===== src/rtl/serial_tx_buffer_pkg.sv =====
// Shared definitions for the serial transmit buffer: drain FSM states,
// CPU address map for the serial port, and serial status word layout.
package serial_tx_buffer_pkg;

  typedef enum logic [2:0] {
    IDLE      = 3'd0,
    REQ       = 3'd1,
    SETUP     = 3'd2,
    STROBE    = 3'd3,
    HOLD      = 3'd4,
    WAIT_TBRE = 3'd5,
    WAIT_TSRE = 3'd6
  } tx_state_e;

  localparam logic [31:0] SERIAL_DATA_ADDR = 32'hBFD0_03F8;
  localparam logic [31:0] SERIAL_STAT_ADDR = 32'hBFD0_03FC;

  localparam int STAT_TX_EMPTY_BIT = 0;
  localparam int STAT_TX_FULL_BIT  = 2;

  // Builds the transmit half of the serial status word read by the CPU.
  function automatic logic [31:0] pack_tx_status(input logic full, input logic empty);
    logic [31:0] word;
    word = '0;
    word[STAT_TX_EMPTY_BIT] = empty;
    word[STAT_TX_FULL_BIT]  = full;
    return word;
  endfunction

endpackage


===== src/rtl/serial_tx_buffer_sync_fifo_8.sv =====
// Byte-wide synchronous FIFO holding queued transmit bytes; storage is not
// reset, only pointers and count.
module sync_fifo_8
  import serial_tx_buffer_pkg::*;
#(
  parameter int DEPTH = 16,
  parameter int AW    = 4
) (
  input  logic          clk,
  input  logic          rst,
  input  logic          push,
  input  logic          pop,
  input  logic [7:0]    wr_data,
  output logic [7:0]    rd_data,
  output logic [AW:0]   count,
  output logic          full,
  output logic          dropped
);

  logic [7:0]    mem [DEPTH];
  logic [AW-1:0] wptr;
  logic [AW-1:0] rptr;
  logic          accept;

  // A push into a full FIFO still lands when the same edge pops a slot free.
  assign full    = (count == (AW+1)'(DEPTH));
  assign accept  = push && (!full || pop);
  assign dropped = push && full && !pop;
  assign rd_data = mem[rptr];

  always_ff @(posedge clk) begin
    if (rst && accept) begin
      mem[wptr] <= wr_data;
    end
  end

  always_ff @(posedge clk) begin
    if (!rst) begin
      wptr  <= '0;
      rptr  <= '0;
      count <= '0;
    end else begin
      if (accept) begin
        wptr <= wptr + 1'b1;
      end
      if (pop) begin
        rptr <= rptr + 1'b1;
      end
      if (accept && !pop) begin
        count <= count + 1'b1;
      end else if (pop && !accept) begin
        count <= count - 1'b1;
      end
    end
  end

endmodule


===== src/rtl/serial_tx_buffer.sv =====
// Transmit buffer between CPU serial stores and the UART on the shared RAM1
// bus: queues bytes and drains them one at a time through the wrn handshake.
module serial_tx_buffer
  import serial_tx_buffer_pkg::*;
#(
  parameter int DEPTH    = 16,
  parameter int AW       = 4,
  parameter int WR_PULSE = 2
) (
  input  logic        clk,
  input  logic        rst,
  input  logic        wr_en,
  input  logic [7:0]  wr_data,
  output logic        full,
  output logic        empty,
  output logic [AW:0] count,
  output logic        overflow,
  input  logic        clr_ovf,
  output logic        bus_req,
  input  logic        bus_grant,
  output logic [7:0]  data_out,
  output logic        data_oe,
  output logic        wrn,
  input  logic        tbre,
  input  logic        tsre
);

  localparam int PW = $clog2(WR_PULSE) + 1;

  tx_state_e     state;
  logic [PW-1:0] pulse_cnt;
  logic [7:0]    fifo_rd;
  logic          pop;
  logic          dropped;

  assign pop   = (state == SETUP);
  assign empty = (count == '0) && (state == IDLE);

  sync_fifo_8 #(
    .DEPTH (DEPTH),
    .AW    (AW)
  ) u_fifo (
    .clk     (clk),
    .rst     (rst),
    .push    (wr_en),
    .pop     (pop),
    .wr_data (wr_data),
    .rd_data (fifo_rd),
    .count   (count),
    .full    (full),
    .dropped (dropped)
  );

  // Once SETUP is reached the sequence runs to completion regardless of bus_grant.
  always_ff @(posedge clk) begin
    if (!rst) begin
      state     <= IDLE;
      pulse_cnt <= '0;
      bus_req   <= 1'b0;
      data_oe   <= 1'b0;
      data_out  <= '0;
      wrn       <= 1'b1;
      overflow  <= 1'b0;
    end else begin
      if (dropped) begin
        overflow <= 1'b1;
      end else if (clr_ovf) begin
        overflow <= 1'b0;
      end

      case (state)
        IDLE: begin
          if (count != '0) begin
            state   <= REQ;
            bus_req <= 1'b1;
          end
        end
        REQ: begin
          if (bus_grant) begin
            state    <= SETUP;
            data_out <= fifo_rd;
            data_oe  <= 1'b1;
            wrn      <= 1'b1;
          end
        end
        SETUP: begin
          state     <= STROBE;
          wrn       <= 1'b0;
          pulse_cnt <= '0;
        end
        STROBE: begin
          if (pulse_cnt == PW'(WR_PULSE - 1)) begin
            state <= HOLD;
            wrn   <= 1'b1;
          end else begin
            pulse_cnt <= pulse_cnt + 1'b1;
          end
        end
        HOLD: begin
          state   <= WAIT_TBRE;
          bus_req <= 1'b0;
          data_oe <= 1'b0;
        end
        WAIT_TBRE: begin
          if (tbre) begin
            state <= WAIT_TSRE;
          end
        end
        WAIT_TSRE: begin
          if (tsre) begin
            state <= IDLE;
          end
        end
        default: begin
          state   <= IDLE;
          bus_req <= 1'b0;
          data_oe <= 1'b0;
          wrn     <= 1'b1;
        end
      endcase
    end
  end

endmodule


===== config.mk =====
export PLATFORM = sky130hd
export DESIGN_NAME = serial_tx_buffer
export DESIGN_NICKNAME = d
export VERILOG_FILES = /design/src/rtl/serial_tx_buffer_pkg.sv /design/src/rtl/serial_tx_buffer_sync_fifo_8.sv /design/src/rtl/serial_tx_buffer.sv
export SDC_FILE = /design/constraint.sdc
export NUM_CORES = 1
export LEC_CHECK = 0
export CORE_ASPECT_RATIO = 1.5
export CORE_UTILIZATION = 55
export DETAILED_ROUTE_END_ITERATION = 7
export HOLD_SLACK_MARGIN = 0.05
export MAX_ROUTING_LAYER = met4
export PLACE_DENSITY_LB_ADDON = 0.05
export SLEW_MARGIN = 0
export SYNTH_ARGS = -nofsm -noshare
export SYNTH_HDL_FRONTEND = slang
export SYNTH_SLANG_ARGS = --single-unit

===== constraint.sdc =====
create_clock -name clk -period 3.65 [get_ports clk]
set_input_delay 0.365 -clock clk [delete_from_list [all_inputs] [get_ports clk]]
set_output_delay 0.365 -clock clk [all_outputs]
set_load 0.02 [all_outputs]

Word level (Yosys, flattened, before mapping). Memory sizes are Yosys's and may differ from the RTL's. A register that Yosys moved wholly into a read port is not among the register bits. Cells that the tools add are included.

RAM bits: 128. Logic and storage cells: 79. Flip-flop bits (word level): 22. Bits of input ports: 15. Output and inout bits: 19. Memories: 1.

Eq/ne operators: 14. Add/sub/neg operators: 5. Reductions and logical operators: 27. Mux-type cells: 20. Bitwise operators: 3.

Memories: u_fifo.mem (words 16, bits a word 8, rd ports 1, clocked after memory_dff 1, wr ports 1, line serial_tx_buffer_sync_fifo_8.sv:20) `logic [7:0] mem [DEPTH];`.

Operators with widths (number): 3-bit one-hot mux with 7 select lines (1); 3-bit two-way mux (5); 5-bit two-way mux (2); 2-bit != test, second input constant (5); 5-bit OR reduction (2); 3-bit equality test, second input constant (3); 4-bit by 1-bit adder with 4-bit output, second input constant (2); 2-bit AND reduction (4); 1-bit logical AND (7); 1-bit two-way mux (7); 3-bit by 2-bit equality test with 1-bit output, second input constant (2); 2-bit nonzero test (3); 5-bit by 1-bit adder with 5-bit output, second input constant (1); 5-bit equality test, second input constant (1); 5-bit logical NOT (1); 5-bit AND reduction (1); 5-bit nonzero test (1); 5-bit by 1-bit subtractor with 5-bit output, second input constant (1); 1-bit logical NOT (4); 1-bit one-hot mux with 2 select lines (2); 1-bit one-hot mux with 4 select lines (1); 2-bit one-hot mux with 2 select lines (1); 4-bit OR reduction (1); 3-bit by 1-bit equality test with 1-bit output, second input constant (1); other kinds (8) (10).

Depth between registers and ports, before layout. Gate-level depths: netlist of run 1.

Depth after elaboration: 8. Depth in mapped cells: 12. Mapped depth without buffers: 12.

Modules after synthesis. A second synthesis of run 1 with hierarchy kept.

Cells, all modules: 410. Area, all modules: 6642.6 µm².

By module, submodules not included: sync_fifo_8 (sequential area each 4184.0 µm², times used 1, cells each 317, area each 5818.1 µm²); serial_tx_buffer (sequential area each 340.3 µm², times used 1, cells each 93, area each 824.5 µm²).

Least setup slack after synthesis of run 1. No wires, ideal clock.

Path type: register -> register. Start: register u_fifo.count[0]. End: register u_fifo.count[4]. Stages on the path, launching flop included: 10. Buffers on the path: 0. Library setup time: 72 ps. Data required time: 3578 ps. Path slack: 1069 ps. Arrival: 2510 ps. Period minus slack after synthesis: 2581 ps. Path through: dfxtp_1 -> nor4_1 -> a31oi_2 -> ha_1 -> inv_1 -> ha_1 -> a21o_1 -> a21oi_1 -> mux2i_1 -> mux2i_1.

Cells in the longest elaborated chain, start to end: 7. Elaborated cells on any way between the ends: 12. Those cells by class: add/sub (2); eq/ne (1); mux (2); reduce/logical (7).

RTL lines: from (decl) (line serial_tx_buffer_sync_fifo_8.sv:15) `output logic [AW:0] count,`; from (signal assigned) (line serial_tx_buffer_sync_fifo_8.sv:50) `count <= count + 1'b1;`; from (signal assigned) (line serial_tx_buffer_sync_fifo_8.sv:52) `count <= count - 1'b1;`; parallel branches: the longest is 7 deep, another holds 5-bit by 1-bit subtractor with 5-bit output.

Parallel ways; which one is timed is not known. The select of a mux whose other input is x is not followed. A chain may end at the register's enable or synchronous reset.

Worst setup path in the final report of run 1.
Start: register state[1]. End: register u_fifo.count[4].

Cells in the longest elaborated chain, start to end: 6. Elaborated cells on any way between the ends: 9. Those cells by class: eq/ne (1); mux (1); reduce/logical (7).

RTL lines: from (decl) (line serial_tx_buffer.sv:30) `tx_state_e state;`; from (signal assigned) (line serial_tx_buffer.sv:57) `state <= IDLE;`; from (signal assigned) (line serial_tx_buffer.sv:74) `state <= REQ;`; from (signal assigned) (line serial_tx_buffer.sv:80) `state <= SETUP;`; 3-bit by 2-bit equality test with 1-bit output (*) (line serial_tx_buffer.sv:36) `assign pop = (state == SETUP);`; 1-bit logical OR (line serial_tx_buffer_sync_fifo_8.sv:27) `assign accept = push && (!full || pop);`; 1-bit logical AND (line serial_tx_buffer_sync_fifo_8.sv:27); 1-bit logical NOT (line serial_tx_buffer_sync_fifo_8.sv:51) `end else if (pop && !accept) begin`; 1-bit logical AND (line serial_tx_buffer_sync_fifo_8.sv:51); 2-bit nonzero test (no source line).

Every way passes the cells marked *; elsewhere a longest branch is shown, timed or not.

==> results of run 1 <==
-- where the power goes --
part           leakage (nW)  internal, W  switching, W  total [W]
clock                 0.277      0.00109      0.000656    0.00175
combinational         0.864     0.000464      0.000437   0.000901
sequential             1.40      0.00204      0.000120    0.00216
-- layer usage --
metal / up-vias / GRT usage, %
met2: 81 / 40.2
met4: 0 / 7.76
met5: - / -
met3: 6 / 4.04
met1: 1715 / 25.6
li1: 1616 / -
-- worst min-delay path by stage --
stage / endpoint / cells after the start / slack [ps]
finish: data_out[6] / 1 / 480
global route: data_out[6] / 1 / 500
CTS: data_out[6] / 1 / 490
detailed placement: data_out[6] / 1 / 470
global placement: overflow / 2 / 470
floorplan: u_fifo.mem[0][0] / 0 / 460
-- layout by cell type (no fill, tap or decap), types with 3 or more instances in the layout --
cell type        netlist  layout
nand2b_1               5       5
buf_4                  1      19
a21boi_0               3       3
nand3_1                8       8
xnor2_1                7       7
ha_1                  11      11
o21a_1                 3       3
bufinv_16              0       3
inv_1                 10      10
edfxtp_1             128     128
nor2_1                26      26
a211oi_1               3       3
mux2_2                 8       8
mux4_2                25      25
o21ai_0                9       9
clkbuf_16              0      17
xor2_1                 3       3
mux2i_1               10      10
nor2b_1                9       9
and2_1                11      11
clkdlybuf4s50_1        0      33
nor3_1                 4       4
a221o_1                7       7
nand4_1                3       3
clkinvlp_4             0       4
nand2_1               16      16
a21oi_1                9       9
clkbuf_1              14       3
dfxtp_1               30      29
mux4_1                 7       7
-- final cells by class --
type / count / area (um2)
flip-flops and latches: 158 / 4450
inverters: 10 / 37.5
multi-input cells: 202 / 1920
fillers: 858 / 3830
clock inverters: 11 / 143
clock buffers: 21 / 450
well taps: 150 / 188
repair buffers: 54 / 513
-- worst max-delay path, delay by kind of cell, from the launching register on --
| family | cells | cell delay [ps] |
|---|---|---|
| compound gates | 3 | 780 |
| simple gates | 2 | 260 |
| flops | 1 | 640 |
| buf+inv | 2 | 250 |
| mux | 2 | 420 |
| fa+ha+maj | 2 | 620 |
-- registers in the layout, summed over array words and instances, names as in the netlist, 2 cells and up --
signal / count
u_fifo.mem: 128
data_out: 8
u_fifo.count: 5
u_fifo.rptr: 4
u_fifo.wptr: 4
state: 3
pulse_cnt: 2
-- stage by stage --
step                      area, um2  total power, W
after CTS                      7700         0.00486
after global routing           7700         0.00501
after global placement         7110         0.00309
final                          7700         0.00481
after floorplan                6520         0.00281
after detailed placement       7110         0.00311
-- kinds of logic after synthesis --
family | synth area share (%)
AND/OR/NAND/NOR | 7.36
multiplexers | 14.4
AO/OA/AOI/OAI | 4.03
adder cells (fa/ha/maj) | 2.42
XOR/XNOR | 1.34
buffers and inverters | 2.25
flip-flops | 68.2
==> impl_metrics.tcl, run 1 <==
set metrics [dict create \
    core_area_um2 11500 \
    start_kind "flop" \
    utilization_pct 66.8 \
    dieArea_um2 12300 \
    arrival_ps 3380 \
    cts.sinks 158 \
    syn2layout_area_growth_pct 18.2 \
    io_pins 34 \
    ys_seq_area_share_pct 68.2 \
    dr.max_layer_used "met4" \
    rsz0062_at_grt "false" \
    syn_nets 418 \
    grt_max_degree 25 \
    drt-met1-wl_um 4920 \
    rrSetupSlack_ps 610 \
    yosysMostFrequentCell "edfxtp_1" \
    synth_cell_types 41 \
    routed_wirelength_um 12200 \
    grt_pass1_vias 3538 \
    port_buffers 33 \
    relSlewSlack_pct 26.2 \
    vias 3418 \
    maxCapViolations 0 \
    die_h_um 135 \
    dr.pass1.iters 4 \
    tightest_slew_ps 1110 \
    critPathLaunch "state[1]" \
    dp_slack_ps 624 \
    placementRows 48 \
    drive_gt1_share_pct 18.9 \
    htree_levels 4 \
    synthTopCellsByArea "edfxtp_1 59%, dfxtp_1 9.2%, mux4_2 8.6%" \
    critPathRequiredTime_ps 3990 \
    fin_crit_ps 3040 \
    p_leak_nw 2.54 \
    path_cells "nand2b_4 > nor2_4 > inv_1 > a31oi_2 > ha_1 > inv_1 > ha_1 > a21o_1 > a21oi_1 > mux2i_1 > mux2i_1" \
    syn_inst 391 \
    critPathMaxStageDelay_ps 640 \
    gp_congestion 0.729 \
    antenna_found_initial 0 \
    yosysWarnings 0 \
    cts_tree "yes" \
    wl_per_cell_um 20.2 \
    cts_buffers 17 \
    ctsHoldBuffers 0 \
    netlist_area_um2 6510 \
    yosysTopAreaCell "edfxtp_1" \
    drt_iter0_drc 136 \
    drtAntennaViolNets 0 \
    fin_worst_skew_ps 7.81 \
    slew_violations 0 \
    route.met2.wl_um 6810 \
    ir_worst_vdd_mv 0.388 \
    crit_type "flop to flop" \
    hold_class "flop to flop" \
    die_x_um 90.9 \
    dp_cells 574 \
    fin_ws_ps 614 \
    final_cells 606 \
    end_kind "flop" \
    synth_area_per_cell_um2 16.7 \
    ff2ff_path_depth 11 \
    hpwlAfterDp_um 8300 \
    synthTopCellsByCount "128 x edfxtp_1, 30 x dfxtp_1, 26 x nor2_1" \
    drc_errors 0 \
    timing.rr.start "state[1]" \
    grt_use_total_pct 22.5 \
    root_buffer "clkbuf_16" \
    post_cts_buffers 0 \
    clkTransAtPathRegs_ps 60 \
    async_flop_share_pct 0 \
    fmax_mhz 329 \
    grt_pass1_wl_um 19500 \
    synth-seq-cells 158 \
    cts_resized 0 \
    worstPathMaxFanout 15 \
    period_share_pct 83.2 \
    p_per_area_nw_per_um2 624 \
    synth_edf_count 128 \
    cts_buffer_depth 2 \
    wl_met3_um 411 \
    worstSkewPairLatency_ps 410 \
    crit_path_end "u_fifo.count[4]" \
    crit_slowest_cell "dfxtp_1" \
    synth_top_area_share_pct 59.0 \
    status "finished clean" \
    setup_tns_ps 0 \
    min_from "data_out[6]" \
    vias_per_cell 5.64 \
    hold_viol_final 0 \
    grt_remaining_overflow 0 \
    timing.rr.end "u_fifo.count[4]" \
    holdWs_ps 482 \
    fin_nets 470 \
    start_util_pct 56.5 \
    synth-main-ff-cell "edfxtp_1" \
    finalSetupViolCount 0 \
    antenna_cells 0 \
]
(Power assumes the default switching activity.)
==> run 2, diff against run 1 <==
--- a/config.mk
+++ b/config.mk
@@ -6,7 +6,7 @@
 export NUM_CORES = 1
 export LEC_CHECK = 0
 export CORE_ASPECT_RATIO = 1.5
-export CORE_UTILIZATION = 55
+export CORE_UTILIZATION = 54
 export DETAILED_ROUTE_END_ITERATION = 7
 export HOLD_SLACK_MARGIN = 0.05
 export MAX_ROUTING_LAYER = met4
==> constraint.sdc (replaced) <==
create_clock -name clk -period 2.7 [get_ports clk]
set_input_delay 0.27 -clock clk [delete_from_list [all_inputs] [get_ports clk]]
set_output_delay 0.27 -clock clk [all_outputs]
set_load 0.02 [all_outputs]
==> run 2 against run 1 <==
Compared with the run above:
- routed wire length is 0.19% higher
- global-route usage is 0.17 points lower
- non-clock buffer count is 10 higher
- sequential cell count stayed put
- utilization is 0.22 points lower
- clock skew is 1.6 ps lower
==> impl_metrics.tcl, run 2 (synthesis results as in run 1) <==
set metrics [dict create \
    drtAntennaViolNets 0 \
    cts.sinks 158 \
    end_kind "output pin" \
    relSlewSlack_pct 59.4 \
    slew_violations 0 \
    start_kind "flop" \
    ir_worst_vdd_mv 0.584 \
    grt_pass1_vias 3663 \
    arrival_ps 2180 \
    layout_common_cells "128 x edfxtp_1, 33 x clkdlybuf4s50_1, 31 x buf_4, 29 x dfxtp_1, 26 x nor2_1" \
    final_cells 616 \
    holdWs_ps 462 \
    routed_wirelength_um 12300 \
    syn2layout_area_growth_pct 19.1 \
    placementRows 48 \
    hold_viol_final 0 \
    post_cts_buffers 0 \
    htree_levels 4 \
    hold_class "primary input to flop" \
    crit_slowest_cell "clkdlybuf4s50_1" \
    grt_remaining_overflow 0 \
    regMostFlops "u_fifo.mem" \
    vias 3458 \
    die_x_um 91.7 \
    ctsHoldBuffers 0 \
    fmax_mhz 408 \
    gp_congestion 0.852 \
    critPathRequiredTime_ps 2430 \
    root_buffer "clkbuf_16" \
    worstPathMaxFanout 5 \
    cts_buffers 17 \
    reg.largest.list "u_fifo.mem x128, data_out x8, u_fifo.count x5" \
    grt_use_total_pct 22.4 \
    drt_iter0_drc 188 \
    port_buffers 33 \
    setup_tns_ps 0 \
    dr.pass1.iters 4 \
    finalSetupViolCount 0 \
    p_per_area_nw_per_um2 842 \
    rsz0062_at_grt "false" \
    hpwlAfterDp_um 8370 \
    die_h_um 137 \
    final_common_cell "edfxtp_1" \
    critPathMaxStageDelay_ps 660 \
    core_area_um2 11700 \
    grt_pass1_wl_um 19500 \
    cts_resized 0 \
    io_pins 34 \
    p_leak_nw 2.59 \
    drive_gt1_share_pct 21.0 \
    period_share_pct 90.7 \
    vias_per_cell 5.61 \
    crit_top_cell "nor4_1" \
    antenna_found_initial 0 \
    largest_reg_flops 128 \
    path_cells "nor4_1 > buf_4 > nand2b_1 > nor4_1 > clkdlybuf4s50_1" \
    tightest_slew_ps 608 \
    grt_max_degree 35 \
    start_util_pct 55.9 \
    fin_worst_skew_ps 6.23 \
    rrSetupSlack_ps 300 \
    fillCellCount 830 \
    drc_errors 0 \
    path_buf_inv 2 \
    fin_nets 480 \
    wl_per_cell_um 19.9 \
    clkTransAtPathRegs_ps 60 \
    dp_cells 584 \
    antenna_cells 0 \
    cts_tree "yes" \
    dieArea_um2 12500 \
    maxCapViolations 0 \
    cp_top_family "buffers and inverters" \
    fin_crit_ps 2450 \
    cts_buffer_depth 2 \
    status "finished clean" \
    crit_type "flop to output pin" \
    worstSkewPairLatency_ps 410 \
]
[run 2: cell count changes in the layout (fill, tap and decap cells not counted), sizes merged]
cell    previous run  this run
buf               21        31
clkbuf            21        18
clkinv             4         6
inv               10        11
[run 2: per-stage QoR]
stage / worst slack [ps] / cell area, um2 / total power (W) / util (%)
after floorplan: 119 / 6520 / 0.00379 / -
after global placement: 260 / 7160 / 0.00420 / 61.4
after detailed placement: 245 / 7160 / 0.00423 / 61.4
after CTS: 202 / 7760 / 0.00660 / 66.6
after global routing: 75.0 / 7760 / 0.00681 / 66.6
final: 251 / 7760 / 0.00653 / 66.6
[run 2: area by class of cell]
class / instances / area (um2) / area share [%]
Clock inverter: 14 / 169 / 2.18
Tap cell: 150 / 188 / 2.42
Inverter: 10 / 37.5 / 0.484
Multi-Input combinational cell: 202 / 1920 / 24.8
Sequential cell: 158 / 4450 / 57.3
Clock buffer: 18 / 429 / 5.53
Timing Repair Buffer: 64 / 563 / 7.26
[run 2: report_power, final]
part,switching (W),total (W),leakage (nW),internal [W]
Combinational,0.000663,0.00132,0.911,0.000653
Clock,0.000914,0.00237,0.280,0.00145
Sequential,0.0000910,0.00285,1.40,0.00276
Total,0.00167,0.00653,2.59,0.00486
[run 2: final timing paths]
kind,start,end,depth (start not counted)
worst min-delay path,wr_en,overflow,3
worst min register to register,u_fifo.rptr[1],u_fifo.rptr[1],2
worst max register to register,state[2],u_fifo.count[4],11
worst max-delay path,u_fifo.count[1],empty,5
[run 2: worst reg2reg max path, cell delays in order, from the launching register on]
cell and delay [ps]:
dfxtp_1 310, nand2b_4 160, nor2_4 120, inv_1 120
a31oi_2 200, ha_1 240, inv_1 120, ha_1 320
a21o_1 170, a21oi_1 170, mux2i_1 230, mux2i_1 190
[run 2: layer usage]
layer	track usage [%]	part of all wire, %	routed length [um]
met1	24.3	39	4830
met2	39.6	56	6810
met3	5.00	2.8	342
met4	9.26	2.3	276
met5	-	0	0
